## src/rtl/key_matrix_pkg.sv

```systemverilog
// Shared types and helpers for the push-button matrix scanner.
package key_matrix_pkg;

  localparam int unsigned DEF_COLS           = 3;
  localparam int unsigned DEF_ROWS           = 4;
  localparam int unsigned DEF_SETTLE_CYC     = 4;
  localparam int unsigned DEF_DEBOUNCE_SCANS = 3;
  localparam int unsigned MAX_COLS           = 8;

  // One state per driven column; the scanner supports up to MAX_COLS columns.
  typedef enum logic [2:0] {
    SCAN_0, SCAN_1, SCAN_2, SCAN_3, SCAN_4, SCAN_5, SCAN_6, SCAN_7
  } scan_state_t;

  // Active-low one-cold column drive for state k.
  function automatic logic [MAX_COLS-1:0] scan_pattern(input scan_state_t k,
                                                       input int unsigned cols);
    if (32'(k) >= cols) return '1;
    return ~(MAX_COLS'(1) << k);
  endfunction

  function automatic int code_width(input int unsigned n);
    return (n > 1) ? $clog2(n) : 1;
  endfunction

endpackage

```

## src/rtl/key_debounce_cell.sv

```systemverilog
// One key's frame-based debouncer: a debounced bit plus a consecutive-mismatch counter.
module key_debounce_cell
  import key_matrix_pkg::*;
#(
  parameter int unsigned DEBOUNCE_SCANS = DEF_DEBOUNCE_SCANS
) (
  input  logic clk,
  input  logic rst_n,
  input  logic sample,
  input  logic raw,
  output logic state
);

  localparam int unsigned CW = code_width(DEBOUNCE_SCANS + 1);

  logic [CW-1:0] cnt;

  always_ff @(posedge clk or negedge rst_n) begin
    if (!rst_n) begin
      cnt   <= '0;
      state <= 1'b0;
    end else if (sample) begin
      if (raw == state) begin
        cnt <= '0;
      end else if (cnt == CW'(DEBOUNCE_SCANS - 1)) begin
        state <= ~state;
        cnt   <= '0;
      end else begin
        cnt <= cnt + 1'b1;
      end
    end
  end

endmodule

```

## src/rtl/key_matrix_reader.sv

```systemverilog
// Column scanner, row synchronizer, per-key debounce array and priority event picker
// delivering press/release events over a valid/ready handshake.
module key_matrix_reader
  import key_matrix_pkg::*;
#(
  parameter int unsigned COLS           = DEF_COLS,
  parameter int unsigned ROWS           = DEF_ROWS,
  parameter int unsigned SETTLE_CYC     = DEF_SETTLE_CYC,
  parameter int unsigned DEBOUNCE_SCANS = DEF_DEBOUNCE_SCANS,
  localparam int unsigned NKEYS         = COLS * ROWS,
  localparam int unsigned CODE_W        = code_width(NKEYS)
) (
  input  logic              clk,
  input  logic              rst_n,
  input  logic [ROWS-1:0]   i_rows,
  output logic [COLS-1:0]   o_scan,
  output logic [NKEYS-1:0]  o_key_state,
  output logic              o_evt_valid,
  input  logic              i_evt_ready,
  output logic [CODE_W-1:0] o_evt_code,
  output logic              o_evt_press
);

  localparam int unsigned TW = code_width(SETTLE_CYC);

  scan_state_t   state, state_nxt;
  logic [TW-1:0] timer, timer_nxt;
  logic          running;
  logic          slot_end;

  // running stays low for the cycle after reset release so the first edge drives SCAN_0.
  always_comb begin
    state_nxt = state;
    timer_nxt = timer + 1'b1;
    slot_end  = running && (timer == TW'(SETTLE_CYC - 1));
    if (!running) begin
      timer_nxt = '0;
    end else if (slot_end) begin
      timer_nxt = '0;
      state_nxt = (state == scan_state_t'(COLS - 1)) ? SCAN_0 : scan_state_t'(state + 1'b1);
    end
  end

  always_ff @(posedge clk or negedge rst_n) begin
    if (!rst_n) begin
      running <= 1'b0;
      state   <= SCAN_0;
      timer   <= '0;
    end else begin
      running <= 1'b1;
      state   <= state_nxt;
      timer   <= timer_nxt;
    end
  end

  assign o_scan = running ? COLS'(scan_pattern(state, COLS)) : '1;

  logic [ROWS-1:0] sync1, sync2;

  always_ff @(posedge clk or negedge rst_n) begin
    if (!rst_n) begin
      sync1 <= '1;
      sync2 <= '1;
    end else begin
      sync1 <= i_rows;
      sync2 <= sync1;
    end
  end

  logic [NKEYS-1:0] key_state;

  for (genvar c = 0; c < COLS; c++) begin : g_col
    for (genvar r = 0; r < ROWS; r++) begin : g_row
      key_debounce_cell #(
        .DEBOUNCE_SCANS(DEBOUNCE_SCANS)
      ) u_cell (
        .clk   (clk),
        .rst_n (rst_n),
        .sample(slot_end && (state == scan_state_t'(c))),
        .raw   (~sync2[r]),
        .state (key_state[c*ROWS+r])
      );
    end
  end

  assign o_key_state = key_state;

  logic [NKEYS-1:0]  rep, diff, pick_mask;
  logic              pick_found, pick_press, evt_en;
  logic [CODE_W-1:0] pick_idx;

  always_comb begin
    diff       = key_state ^ rep;
    pick_found = 1'b0;
    pick_press = 1'b0;
    pick_idx   = '0;
    pick_mask  = '0;
    for (int unsigned i = 0; i < NKEYS; i++) begin
      if (diff[i] && !pick_found) begin
        pick_found   = 1'b1;
        pick_idx     = CODE_W'(i);
        pick_press   = key_state[i];
        pick_mask[i] = 1'b1;
      end
    end
    evt_en = !o_evt_valid || i_evt_ready;
  end

  // The picked bit differs from rep, so toggling it makes rep match the reported state.
  always_ff @(posedge clk or negedge rst_n) begin
    if (!rst_n) begin
      rep         <= '0;
      o_evt_valid <= 1'b0;
      o_evt_code  <= '0;
      o_evt_press <= 1'b0;
    end else if (evt_en) begin
      if (pick_found) begin
        o_evt_valid <= 1'b1;
        o_evt_code  <= pick_idx;
        o_evt_press <= pick_press;
        rep         <= rep ^ pick_mask;
      end else begin
        o_evt_valid <= 1'b0;
      end
    end
  end

endmodule

```

## config.mk

```make
export PLATFORM = sky130hd
export DESIGN_NAME = key_matrix_reader
export DESIGN_NICKNAME = d
export VERILOG_FILES = /design/src/rtl/key_matrix_pkg.sv /design/src/rtl/key_debounce_cell.sv /design/src/rtl/key_matrix_reader.sv
export SDC_FILE = /design/constraint.sdc
export NUM_CORES = 1
export LEC_CHECK = 0
export CAP_MARGIN = 30
export CELL_PAD_IN_SITES_DETAIL_PLACEMENT = 1
export CELL_PAD_IN_SITES_GLOBAL_PLACEMENT = 2
export CORE_MARGIN = 2
export CORE_UTILIZATION = 38
export CTS_CLUSTER_DIAMETER = 150
export DETAILED_ROUTE_END_ITERATION = 16
export GPL_TIMING_DRIVEN = 0
export PLACE_DENSITY = 0.8
export SYNTH_ARGS = -nofsm -noshare
export SYNTH_HDL_FRONTEND = slang
export SYNTH_HIERARCHICAL = 1
export SYNTH_SLANG_ARGS = --single-unit
```

## constraint.sdc

```tcl
create_clock -name clk -period 3.1 [get_ports clk]
set_clock_uncertainty 0.1 [all_clocks]
set_input_delay 0.465 -clock clk [delete_from_list [all_inputs] [get_ports clk]]
set_output_delay 0.465 -clock clk [all_outputs]
set_load 0.02 [all_outputs]
```

==> flow_metrics.py, run 1 <==
metrics = {
    "global_route": {
        "grt_pass1_vias": 2627,
        "grt_overflow": 0,
        "antenna_found_initial": 0,
        "grt_usage_pct": 17.09,
        "grt_start_max_net_pins": 69,
        "grt_first_pass_wirelength_um": 13440,
    },
    "setup_path": {
        "cp_cell_sequence": "clkbuf_1 > and2_1 > ha_1 > nor3b_1 > nand3_1 > clkdlybuf4s50_1",
        "required_ps": 2530,
        "crit_slowest_cell": "clkdlybuf4s50_1",
        "cp_max_fo": 9,
        "r2r_start": "g_col[0].g_row[0].u_cell/state$_DFFE_PN0P_",
        "reg2reg_slack_ps": 410,
        "ff2ff_path_depth": 7,
        "worstSetupPathType": "reg2out",
        "arrival_ps": 2210,
        "slowest_delay_ps": 550,
        "critPathCaptureType": "primary output",
        "cp-start-kind": "register",
    },
    "detailed_routing": {
        "avgRoutedWirePerCell_um": 16.22,
        "drc": 0,
        "dr.first_iter.drc_count": 79,
        "ant_nets": 0,
        "viasPerCell": 5.355,
        "wirelength_um": 7850,
        "first_pass_iters": 4,
        "vias": 2592,
    },
    "floorplanning": {
        "core_area_um2": 9109,
        "dieArea_um2": 10030,
        "io_pins": 28,
        "initial_core_util_pct": 38.59,
        "die_w_um": 100.2,
        "rows": 35,
        "die_h_um": 100.2,
    },
    "synthesis": {
        "synth_area_um2": 3515,
        "synth_cells": 330,
        "yosys.area.top_type": "dfrtp_1",
        "synthArstFlopShare_pct": 100.0,
        "synth_warnings": 6,
        "ys.flop_type": "dfrtp_1",
        "synth.avg_cell_area_um2": 10.65,
        "yosys-top-cells-area": "dfrtp_1, dfstp_2, xnor2_1",
        "synth_seq_cells": 68,
        "synth.distinct_cells": 47,
        "synth_common_cells": "dfrtp_1, inv_1, o22ai_1",
        "yosysMostFrequentCell": "dfrtp_1",
        "syn-num-nets": 340,
        "synth_edf_count": 0,
        "synth_top_area_share_pct": 42.72,
        "seq_area_frac_synth_pct": 48.70,
    },
    "status": {
        "outcome": "complete, no violations",
    },
    "clock_network": {
        "ctsHoldBuffers": 0,
        "path_clk_slew_ps": 90,
        "clk_latency_ps": 340,
        "root_buffer": "clkbuf_8",
        "cts_max_level": 3,
        "ctsLongestPathBuffers": 2,
        "ctsResizeCount": 0,
        "cts_tree": "done",
        "numCtsBuffers": 9,
        "cts_setup_buffers": 0,
        "cts.sinks": 68,
    },
    "power": {
        "seq_power_share_pct": 39.2,
        "comb_power_share_pct": 25.6,
        "power.total_mw": 2.832,
        "clock_power_share_pct": 35.2,
        "ir_drop_mv": 0.2242,
        "p_int_mw": 1.953,
        "power.density_nw_per_um2": 675.6,
        "p_switching_mw": 0.8788,
        "switching_share_pct": 31.03,
        "p_leak_nw": 1.771,
    },
    "sta": {
        "post-route-min-period_ps": 2772,
        "slew_headroom_pct": 41.68,
        "setup_violations": 0,
        "finalCritPeriodShare_pct": 89.43,
        "tightest_slew_ps": 874.8,
        "rsz0062_at_grt": "no",
        "drv_slew": 0,
        "final_hold_viol_count": 0,
        "fmax_mhz": 360.7,
        "worst_hold_slack_ps": 133.0,
    },
    "worst_hold_path": {
        "hold_path_class": "in2async",
    },
    "layout": {
        "n_antenna_cell": 0,
        "fill_cells": 1031,
        "drive_above_1_share_pct": 11.26,
        "area_growth_pct": 19.26,
        "fin_nets": 378,
    },
    "placed_design": {
        "port_buffers": 27,
        "dpl.hpwl_um": 5367,
        "gp_congestion": 0.7449,
    },
    "flow_run": {
        "maxCapViolCount": 0,
    },
}
## layer usage
| metal | share of wire [%] | wire, um | vias up | global-route usage, % |
|---|---|---|---|---|
| li1 | - | - | 1244 | - |
| met1 | 48 | 3742 | 1304 | 22.90 |
| met2 | 49 | 3848 | 34 | 28.34 |
| met3 | 1.9 | 153 | 10 | 2.716 |
| met4 | 1.3 | 105 | 0 | 5.690 |
| met5 | 0 | 0 | - | 0 |
## critical path: cells and delay by family, from the launching register on
family	cells	cell delay, ps
DFF	1	370
buffers and inverters	2	730
and+or+nand+nor	3	570
adders and majority gates	1	190
## worst max-delay path by stage
stage | from | to | slack, ps | cells after the start
final | state[1]$_DFFE_PN0P_ | o_scan[1] | 330 | 6
after global routing | g_col[0].g_row[0].u_cell/state$_DFFE_PN0P_ | register | 120 | 7
after CTS | state[1]$_DFFE_PN0P_ | o_scan[1] | 290 | 6
after detailed placement | g_col[0].g_row[0].u_cell/state$_DFFE_PN0P_ | register | 440 | 7
after global placement | rst_n | g_col[0].g_row[2].u_cell/cnt[0]$_DFFE_PN0P_ | -940 | 1
after floorplan | g_col[0].g_row[0].u_cell/state$_DFFE_PN0P_ | register | 720 | 7
## cell type report
type / instances / area [um^2] / area share [%]
sequential: 68 / 1712 / 40.84
multi-input combinational: 215 / 1625 / 38.78
timing repair buffer: 27 / 267.8 / 6.388
inverter: 41 / 153.9 / 3.672
clock inverter: 7 / 146.4 / 3.493
tap: 111 / 138.9 / 3.313
clock buffer: 9 / 123.9 / 2.955
buffer: 6 / 23.77 / 0.5672
## cells by family after synthesis
kind of cell | count (synthesis) | synth area share (%)
AOI/OAI and AO/OA | 62 | 11.46
xor gates and xnor gates | 27 | 7.156
adders and majority gates | 7 | 2.207
buffers and inverters | 47 | 5.055
DFF | 68 | 48.70
muxes | 23 | 7.334
other | 1 | 0.1067
and+or+nand+nor | 95 | 17.98
## through the flow
stage | worst slack [ps] | utilization [%] | cells | TNS [ps] | cell area [um^2]
floorplan | 723.8 | - | 330 | 0 | 3515
detailed placement | 435.9 | 43.05 | 468 | 0 | 3921
CTS | 285.4 | 46.02 | 484 | 0 | 4192
global placement | -938.2 | 43.08 | 468 | -56890 | 3924
finish | 327.6 | 46.02 | 484 | 0 | 4192
global route | 115.1 | 46.02 | 484 | 0 | 4192
## power by group through the flow
stage / Clock [mW] / Combinational (mW) / Sequential (mW)
floorplan: 0 / 0.469 / 1.15
global placement: 0 / 0.718 / 1.12
detailed placement: 0 / 0.731 / 1.13
global route: 1.06 / 0.816 / 1.14
CTS: 1.02 / 0.735 / 1.11
finish: 0.996 / 0.724 / 1.11
## cell usage in the layout (no fill, tap or decap), types with 5 or more instances in the layout
cell              n
a21oi_1          10
o22ai_1          26
inv_1            41
a211oi_1          6
nand3_1          10
clkbuf_8          9
nor2_1           10
mux2_2           12
clkbuf_1          5
nor2b_1           5
or3b_1           12
nand3b_1         25
xnor2_1          22
mux2_1           10
dfstp_2           8
o21ai_0           6
clkdlybuf4s50_1  26
dfrtp_1          60
nand2_1           8
Power figures use the tool's default switching activity.
==> run 2, diff against run 1 <==
MAX_ROUTING_LAYER = met4   (was default)
==> flow_metrics.py, run 2 (same netlist as run 1, synthesis figures left out) <==
metrics = {
    "detailed_routing": {
        "ant_nets": 0,
        "viasPerCell": 5.341,
        "vias": 2585,
        "avgRoutedWirePerCell_um": 16.24,
        "first_pass_iters": 4,
        "drc": 0,
        "dr.first_iter.drc_count": 75,
        "wirelength_um": 7860,
    },
    "sta": {
        "final_hold_viol_count": 0,
        "slew_headroom_pct": 42.40,
        "worst_hold_slack_ps": 119.6,
        "worst_slack_ps": 325.4,
        "drv_slew": 0,
        "post-route-min-period_ps": 2775,
        "tns_ps": 0,
        "rsz0062_at_grt": "no",
        "setup_violations": 0,
        "fmax_mhz": 360.4,
        "tightest_slew_ps": 863.9,
        "finalCritPeriodShare_pct": 89.50,
    },
    "setup_path": {
        "cp_max_fo": 9,
        "critPathCaptureType": "primary output",
        "ff2ff_path_depth": 7,
        "required_ps": 2530,
        "startpoint": "state[1]$_DFFE_PN0P_",
        "reg2reg_slack_ps": 400,
        "arrival_ps": 2210,
        "worstSetupPathType": "reg2out",
        "r2r_start": "g_col[0].g_row[0].u_cell/state$_DFFE_PN0P_",
        "cp-start-kind": "register",
        "cp-endpoint": "o_scan[1]",
    },
    "floorplanning": {
        "dieArea_um2": 10030,
        "die_w_um": 100.2,
        "initial_core_util_pct": 38.59,
        "io_pins": 28,
        "rows": 35,
        "core_area_um2": 9109,
        "die_h_um": 100.2,
    },
    "layout": {
        "final_cell_mix": "dfrtp_1, inv_1, o22ai_1, clkdlybuf4s50_1, nand3b_1",
        "fin_nets": 378,
        "final_core_util_pct": 46.02,
        "n_antenna_cell": 0,
        "regArea_um2": 1712,
        "multi_input_area_um2": 1625,
        "fill_cells": 1031,
        "area_growth_pct": 19.26,
        "drive_above_1_share_pct": 11.26,
        "layout_commonest_cell": "dfrtp_1",
    },
    "global_route": {
        "antenna_found_initial": 0,
        "grt_start_max_net_pins": 69,
        "grt_pass1_vias": 2629,
        "grt_first_pass_wirelength_um": 13430,
        "grt_usage_pct": 17.57,
        "grt_overflow": 0,
    },
    "clock_network": {
        "ctsResizeCount": 0,
        "ctsHoldBuffers": 0,
        "ctsLongestPathBuffers": 2,
        "cts_setup_buffers": 0,
        "cts_max_level": 3,
        "numCtsBuffers": 9,
        "root_buffer": "clkbuf_8",
        "path_clk_slew_ps": 90,
        "cts.sinks": 68,
        "clk_latency_ps": 340,
        "cts_tree": "done",
    },
    "worst_hold_path": {
        "hold_path_class": "in2async",
    },
    "flow_run": {
        "maxCapViolCount": 0,
    },
    "power": {
        "ir_drop_mv": 0.2249,
        "p_leak_nw": 1.771,
        "power.density_nw_per_um2": 676.7,
    },
    "placed_design": {
        "post-place-ws_ps": 435.9,
        "port_buffers": 27,
        "dpl.hpwl_um": 5367,
        "gp_congestion": 0.7542,
    },
    "status": {
        "outcome": "complete, no violations",
    },
}
run 2: report_power, final:
part	total [mW]	switching, mW	internal, mW
registers	1.11	0.0997	1.01
clock network	0.999	0.378	0.622
logic	0.725	0.406	0.319
run 2: layout make-up:
cell class	count	share of cell area [%]
Tap cell	111	3.313
Inverter	41	3.672
Clock buffer	9	2.955
Sequential cell	68	40.84
Buffer	6	0.5672
Multi-Input combinational cell	215	38.78
Timing Repair Buffer	27	6.388
Clock inverter	7	3.493
run 2: per-layer routing:
layer / share of wire, % / track usage [%]
met3: 1.9 / 2.507
met5: 0 / -
met2: 49 / 28.34
met1: 48 / 22.94
met4: 1.4 / 5.690
run 2: worst max-delay path, stage by stage, from the launching register on:
cell and delay (ps):
dfrtp_1 370, clkbuf_1 180, and2_1 180, ha_1 190, nor3b_1 270, nand3_1 120
clkdlybuf4s50_1 550
run 2: how the worst min path moves through the flow:
stage	startpoint	end	slack, ps
floorplan	rst_n	async pin	70
global placement	sync1[0]$_DFF_PN1_	sync2[0]$_DFF_PN1_	250
detailed placement	sync1[3]$_DFF_PN1_	sync2[3]$_DFF_PN1_	250
CTS	rst_n	async pin	160
global route	rst_n	o_evt_code[2]$_DFFE_PN0P_	180
finish	rst_n	o_evt_code[2]$_DFFE_PN0P_	120
run 2: through the flow:
stage	area [um^2]	cells	power (mW)
floorplan	3515	330	1.614
global placement	3924	468	1.838
detailed placement	3921	468	1.861
CTS	4192	484	2.869
global route	4192	484	3.010
finish	4192	484	2.837
==> run 3, diff against run 2 <==
CORE_UTILIZATION = 42   (was 38)
DONT_BUFFER_PORTS = 1   (was default)
GPL_TIMING_DRIVEN = default   (was 0)
==> flow_metrics.py, run 3 (same netlist as run 1, synthesis figures left out) <==
metrics = {
    "layout": {
        "fill_cells": 925,
        "layout_commonest_cell": "dfrtp_1",
        "final_cell_mix": "dfrtp_1, inv_1, o22ai_1",
        "area_growth_pct": 12.96,
        "fin_area_um2": 3970,
        "n_antenna_cell": 0,
        "final_core_util_pct": 48.56,
        "drive_above_1_share_pct": 13.03,
        "fin_nets": 358,
        "regArea_um2": 1712,
        "multi_input_area_um2": 1625,
    },
    "setup_path": {
        "crit_family": "simple AND/OR/NAND/NOR gates",
        "crit_slowest_cell": "nor4_4",
        "cp-start-kind": "register",
        "critPathCaptureType": "register",
        "worstSetupPathType": "reg2reg",
        "cp_num_buf_inv": 0,
        "ff2ff_path_depth": 5,
        "cp_max_fo": 10,
        "required_ps": 3230,
        "reg2reg_slack_ps": 510,
        "arrival_ps": 2720,
        "cp_cell_sequence": "xnor2_1 > nand4_1 > nor4_4 > a211oi_1 > mux2_1",
        "r2r_start": "g_col[0].g_row[2].u_cell/state$_DFFE_PN0P_",
        "slowest_delay_ps": 630,
        "worst-path-stages": 5,
    },
    "global_route": {
        "grt_usage_pct": 20.19,
        "grt_overflow": 0,
        "grt_pass1_vias": 2652,
        "antenna_found_initial": 0,
        "grt_start_max_net_pins": 69,
        "grt_first_pass_wirelength_um": 13560,
    },
    "clock_network": {
        "clk_latency_ps": 350,
        "numCtsBuffers": 9,
        "ctsLongestPathBuffers": 2,
        "cts_tree": "done",
        "ctsResizeCount": 0,
        "root_buffer": "clkbuf_8",
        "cts_max_level": 3,
        "cts.sinks": 68,
        "path_clk_slew_ps": 70,
    },
    "worst_hold_path": {
        "hold_path_class": "reg2reg",
        "min_from": "sync1[3]$_DFF_PN1_",
        "min_to": "sync2[3]$_DFF_PN1_",
        "hold_path_depth": 0,
    },
    "power": {
        "p_leak_nw": 1.699,
        "power.density_nw_per_um2": 652.8,
        "power.total_mw": 2.592,
        "ir_drop_mv": 0.3512,
    },
    "floorplanning": {
        "initial_core_util_pct": 42.99,
        "die_h_um": 95.48,
        "dieArea_um2": 9115,
        "core_area_um2": 8175,
        "io_pins": 28,
        "die_w_um": 95.48,
        "rows": 33,
    },
    "sta": {
        "tns_ps": 0,
        "finalCritPeriodShare_pct": 83.47,
        "drv_slew": 0,
        "fmax_mhz": 386.4,
        "slew_headroom_pct": 54.46,
        "setup_violations": 0,
        "rsz0062_at_grt": "no",
        "post-route-min-period_ps": 2588,
        "tightest_slew_ps": 683.1,
        "final_hold_viol_count": 0,
    },
    "detailed_routing": {
        "viasPerCell": 5.517,
        "ant_nets": 0,
        "dr.first_iter.drc_count": 110,
        "drc": 0,
        "first_pass_iters": 4,
        "avgRoutedWirePerCell_um": 17.46,
        "wirelength_um": 7995,
        "vias": 2527,
    },
    "status": {
        "outcome": "complete, no violations",
    },
    "placed_design": {
        "port_buffers": 0,
        "gp_congestion": 0.8037,
        "place_area_um2": 3675,
        "dpl.hpwl_um": 5482,
    },
    "flow_run": {
        "maxCapViolCount": 0,
    },
}
run 3: cell types whose count changed in the layout (fill, tap and decap cells not counted), moves of 2 or more:
cell             delta
clkinv_4            -2
buf_4               +6
clkdlybuf4s50_1    -26
bufinv_16           -2
dlygate4sd3_1       +5
clkbuf_1            -3
run 3: how the worst max path moves through the flow:
stage	start	endpoint
2_1_floorplan	g_col[0].g_row[0].u_cell/state$_DFFE_PN0P_	register
3_3_place_gp	g_col[0].g_row[2].u_cell/state$_DFFE_PN0P_	register
3_5_place_dp	g_col[0].g_row[2].u_cell/state$_DFFE_PN0P_	register
4_1_cts	g_col[0].g_row[2].u_cell/state$_DFFE_PN0P_	register
5_1_grt	g_col[0].g_row[2].u_cell/state$_DFFE_PN0P_	register
6_report	g_col[0].g_row[2].u_cell/state$_DFFE_PN0P_	register
run 3: timing repair:
item,CTS,global route
hold endpoints to repair,72,0
hold buffers,6,0
buffers inserted,0,0
run 3: final cells by class:
class | instances | share of cell area (%)
Sequential cell | 68 | 43.11
Multi-Input combinational cell | 215 | 40.94
Inverter | 41 | 3.876
Clock buffer | 12 | 3.656
Tap cell | 105 | 3.309
Timing Repair Buffer | 13 | 3.278
Clock inverter | 4 | 1.828
run 3: stage by stage:
stage / cells / hold slack (ps) / setup WS (ps)
finish: 458 / 255.3 / 512.3
global route: 458 / 257.9 / 319.2
CTS: 458 / 258.9 / 482.4
detailed placement: 436 / 72.75 / 517.8
global placement: 436 / 71.39 / 584.6
floorplan: 330 / 69.41 / 723.8
run 3: metal layers:
metal  global-route usage (%)  wire length (um)  vias to the layer above
met4                    6.310               115                        0
met3                    5.375               279                       14
met5                        -                 0                        -
li1                         -                 -                     1210
met1                    25.48              3675                     1267
met2                    31.87              3925                       36
run 3: where the power goes:
part,internal [mW],switching (mW)
Clock,0.475,0.350
Combinational,0.249,0.347
Sequential,1.01,0.158
Total,1.74,0.855
